### config.mk
export PLATFORM = sky130hd
export DESIGN_NAME = mx8_rr_arbiter
export DESIGN_NICKNAME = d
export VERILOG_FILES = /design/src/rtl/mx8_rr_arbiter.sv
export SDC_FILE = /design/constraint.sdc
export NUM_CORES = 1
export LEC_CHECK = 0
export BUFFER_PORTS_ARGS = -buffer_cell sky130_fd_sc_hd__clkbuf_2
export CORE_MARGIN = 2
export CORE_UTILIZATION = 30
export DETAILED_ROUTE_END_ITERATION = 7
export PLACE_DENSITY_LB_ADDON = 0.05
export RECOVER_POWER = 50
export SLEW_MARGIN = 20
export SYNTH_ARGS = -nofsm -noshare
export SYNTH_HDL_FRONTEND = slang
export SYNTH_SLANG_ARGS = --single-unit
export TNS_END_PERCENT = 1
### constraint.sdc
create_clock -name clk -period 6.3 [get_ports clk]
set_input_delay 0.945 -clock clk [delete_from_list [all_inputs] [get_ports clk]]
set_output_delay 0.945 -clock clk [all_outputs]
set_load 0.005 [all_outputs]
### src/rtl/mx8_rr_arbiter.sv
// mx8_rr_arbiter: round-robin arbiter that grants one of 8 lanes the shared
// result path. It holds each grant for up to MAX_BURST beats and drives the
// select of an 8-to-1 mux tree.
module mx8_rr_arbiter #(
    parameter int unsigned WIDTH     = 4,
    parameter int unsigned MAX_BURST = 4
) (
    input  logic                 clk,
    input  logic                 rst,
    input  logic [7:0]           req,
    input  logic [7:0]           last,
    input  logic [8*WIDTH-1:0]   data_in,
    input  logic                 out_ready,
    output logic [7:0]           gnt,
    output logic [2:0]           sel,
    output logic                 out_valid,
    output logic [WIDTH-1:0]     out_data,
    output logic                 busy
);

    localparam int unsigned CNT_W = $clog2(MAX_BURST + 1);
    localparam logic [CNT_W-1:0] BURST_LAST = CNT_W'(MAX_BURST - 1);

    typedef enum logic {
        IDLE  = 1'b0,
        GRANT = 1'b1
    } state_t;

    state_t             state_q, state_d;
    logic [2:0]         ptr_q, ptr_d;
    logic [2:0]         sel_q, sel_d;
    logic [7:0]         gnt_q, gnt_d;
    logic [CNT_W-1:0]   beat_cnt_q, beat_cnt_d;

    logic [2:0]         winner;
    logic               win_found;
    logic [2:0]         scan_idx;

    logic [7:0][WIDTH-1:0] lane;
    logic [3:0][WIDTH-1:0] mux_l1;
    logic [1:0][WIDTH-1:0] mux_l2;

    // Round-robin scan: first requesting lane at or after ptr, wrapping 7 -> 0.
    always_comb begin
        win_found = 1'b0;
        winner    = ptr_q;
        scan_idx  = ptr_q;
        for (int i = 0; i < 8; i++) begin
            scan_idx = ptr_q + 3'(i);
            if (!win_found && req[scan_idx]) begin
                win_found = 1'b1;
                winner    = scan_idx;
            end
        end
    end

    // Next-state logic: arbitrate in IDLE, count beats and release in GRANT.
    always_comb begin
        state_d    = state_q;
        ptr_d      = ptr_q;
        sel_d      = sel_q;
        gnt_d      = gnt_q;
        beat_cnt_d = beat_cnt_q;

        if (state_q == IDLE) begin
            gnt_d = 8'h00;
            if (win_found) begin
                sel_d      = winner;
                gnt_d      = 8'(1) << winner;
                beat_cnt_d = '0;
                state_d    = GRANT;
            end
        end else begin
            if (!req[sel_q]) begin
                // Lane withdrew: release with no transfer.
                gnt_d   = 8'h00;
                ptr_d   = sel_q + 3'd1;
                state_d = IDLE;
            end else if (out_ready) begin
                if (last[sel_q] || (beat_cnt_q == BURST_LAST)) begin
                    gnt_d   = 8'h00;
                    ptr_d   = sel_q + 3'd1;
                    state_d = IDLE;
                end else begin
                    beat_cnt_d = beat_cnt_q + CNT_W'(1);
                end
            end
        end
    end

    // State register with synchronous reset; reset abandons any burst.
    always_ff @(posedge clk) begin
        if (rst) begin
            state_q    <= IDLE;
            ptr_q      <= 3'd0;
            sel_q      <= 3'd0;
            gnt_q      <= 8'h00;
            beat_cnt_q <= '0;
        end else begin
            state_q    <= state_d;
            ptr_q      <= ptr_d;
            sel_q      <= sel_d;
            gnt_q      <= gnt_d;
            beat_cnt_q <= beat_cnt_d;
        end
    end

    // Split the flat lane bus into per-lane words.
    assign lane = data_in;

    // Mux tree level 1: pairs selected by sel[0].
    always_comb begin
        for (int i = 0; i < 4; i++) begin
            mux_l1[i] = sel_q[0] ? lane[2*i+1] : lane[2*i];
        end
    end

    // Mux tree level 2: quads selected by sel[1].
    always_comb begin
        for (int i = 0; i < 2; i++) begin
            mux_l2[i] = sel_q[1] ? mux_l1[2*i+1] : mux_l1[2*i];
        end
    end

    assign out_data  = sel_q[2] ? mux_l2[1] : mux_l2[0];
    assign gnt       = gnt_q;
    assign sel       = sel_q;
    assign busy      = (state_q == GRANT);
    assign out_valid = (state_q == GRANT) && req[sel_q];

endmodule

==> results.txt <==
Final Non-Filler Cells -> 351
CTS clk-pin slew, worst paths -> 0.07 ns
most frequent cells in the layout -> clkbuf_2 (63), nand2_1 (24), mux4_2 (21)
Final HPWL DP -> 4391 um
Netlist cell types -> 49
num rows -> 30
Max Clock Skew -> 0.003616 ns
Bufs on Longest Clock Path -> 2
final hold violation count -> 0
core area -> 6719 um2
Die Span X -> 86.98 um
part of the cycle the worst path needs -> 62.96%
synthesized area per cell -> 9.653 um2
hold buffer count at CTS -> 0
outcome -> complete, no violations
Initial Utilization -> 30.74%
LEAKAGE -> 0.0009586 uW
RSZ-0062 raised after global routing -> false
Synth Cell Area -> 2066 um2
worst vdd ir -> 107.8 uV
area leader, netlist -> mux4_2
CP Max Fanout -> 17
share of cells above drive strength 1 -> 41.70%
Critical Path End Type -> flip-flop
vias per cell -> 5.567
filler cell count -> 695
aggregate routed wire length -> 5614 um
Final setup viols -> 0
die area -> 7566 um2
Syn Nets -> 270
pwr dens -> 361.1 nW/um2
Die H -> 86.98 um
vias -> 1,954
max-cap viol count -> 0
Final nets -> 328
Rel. slew slack -> 39.46%
Multi-input gate area -> 1584 um2
required time of the critical path -> 6.45 ns
first-pass GRT wire length -> 9190 um
Pre-antenna DRT Iters -> 4
f_max -> 0.2521 GHz
top cells by area, synth -> mux4_2 (23%), dfxtp_1 (17%), mux2i_1 (7.3%)
Wirelength per Cell -> 15.99 um
# H-tree levels -> 1
fin util -> 36.72%
CTS resizes -> 0
DRC -> 0
clk_lat worst skew -> 0.25 ns
Worst Setup Start Kind -> flip-flop
initial antenna violation count -> 0
RePlAce Congestion -> 0.8008
Seq/Total Area, Yosys -> 17.44%
IO Count -> 68
CP Class -> reg2reg
vias in the first global route -> 1,864
top-area cell type share of the netlist area -> 22.90%
Num CTS Buffers -> 3
placed cell count -> 347
Synth async-reset ratio -> 0%
Root Buffer -> clkbuf_8
port bufs -> 67
CTS tree -> yes
Worst Max-Slew Pin Slew -> 0.9068 ns
Initial DRC Count -> 83
Reg area -> 360.3 um2
synthesis-to-finish area growth -> 19.44%
Mapped Cells -> 214
hold slack final -> 0.4478 ns
DP Area -> 2417 um2
Post CTS Setup Buffer Count -> 0
Max Slew Vio Count -> 0
largest net degree at the start of global routing -> 25
most common cell after layout, fill and taps aside -> clkbuf_2
setup_tns -> 0 ns
final critical path time including I/O delays and setup -> 3.966 ns
All-Layer GR Usage -> 15.18%
Final ANT Viol Nets -> 0
Worst Path Arrival -> 4.12 ns
total grt overflow -> 0
Yosys reg bits -> 18
EDFF count, synth -> 0
ys flop type -> dfxtp_1
# diodes -> 0
Synth Warn # -> 0
HP Class -> reg2reg
fin area -> 2467 um2
Clock Sinks -> 18
-- final timing paths --
path | from | end | slack [ns] | cells past startpoint
min | gnt[5]$_SDFFE_PP0P_ | gnt[5]$_SDFFE_PP0P_ | 0.45 | 2
max | ptr_q[1]$_SDFFE_PP0P_ | gnt[4]$_SDFFE_PP0P_ | 2.33 | 10
min reg2reg | gnt[5]$_SDFFE_PP0P_ | gnt[5]$_SDFFE_PP0P_ | 0.45 | 2
max reg2reg | ptr_q[1]$_SDFFE_PP0P_ | gnt[4]$_SDFFE_PP0P_ | 2.33 | 10
-- synthesized netlist by cell type, types with 4 or more instances --
| library cell | count |
|---|---|
| o22ai_1 | 5 |
| a32o_1 | 6 |
| clkbuf_1 | 6 |
| mux2i_1 | 15 |
| a21oi_1 | 11 |
| nand3_1 | 10 |
| buf_2 | 4 |
| nor2_1 | 10 |
| or2_2 | 4 |
| nand2_1 | 24 |
| nor2b_1 | 6 |
| inv_1 | 8 |
| mux2_2 | 10 |
| xnor2_1 | 4 |
| dfxtp_1 | 18 |
| ha_1 | 5 |
| mux4_2 | 21 |
| buf_6 | 4 |
-- metal layers --
metal	GRT usage, %	vias up	share of wire (%)
li1	-	952	-
met3	2.938	4	4.9
met4	2.273	0	0.55
met1	21.79	935	48
met2	24.15	63	46
met5	0	-	0
-- cell type report --
| cell class | count | area share [%] |
|---|---|---|
| clock buffers | 4 | 2.231 |
| inverters | 8 | 1.217 |
| multi-input cells | 173 | 64.20 |
| flip-flops and latches | 18 | 14.60 |
| well taps | 80 | 4.057 |
| repair buffers | 68 | 13.69 |
-- sequential cells by signal (all words and copies together) (netlist names) --
name	flops
busy	1
ptr_q	3
gnt	8
sel	3
beat_cnt_q	3
-- cell families (layout without fill, tap and decap cells) --
kind of cell	Yosys count	count (layout)	synth area share [%]
AOI/OAI and AO/OA	52	52	19.87
xor gates and xnor gates	5	5	2.120
adders and majority gates	5	5	3.028
buffers and inverters	23	80	5.875
DFF	18	18	17.44
muxes	47	47	36.70
and+or+nand+nor	64	64	14.96
-- per-stage QoR --
step / setup slack (ns) / total power [uW]
CTS: 2.339 / 906.3
global placement: 2.475 / 815.1
detailed placement: 2.355 / 808.0
floorplan: 3.100 / 665.6
global route: 2.035 / 972.5
finish: 2.334 / 890.9
-- power by group --
part           internal, uW  switching (uW)
combinational           297             298
clock                  55.5            38.8
sequential              139            62.7
total                   491             400
-- worst max-delay path, stage by stage (launching register included) --
cell and delay, ns:
dfxtp_1 0.74, inv_1 0.23, ha_1 0.68, mux4_2 0.63, mux2i_1 0.26, nand3_1 0.18
a21oi_4 0.24, a31o_1 0.42, nor2_2 0.06, and2_1 0.18, a32o_1 0.25
No activity file was read; power rests on OpenSTA's default activity.
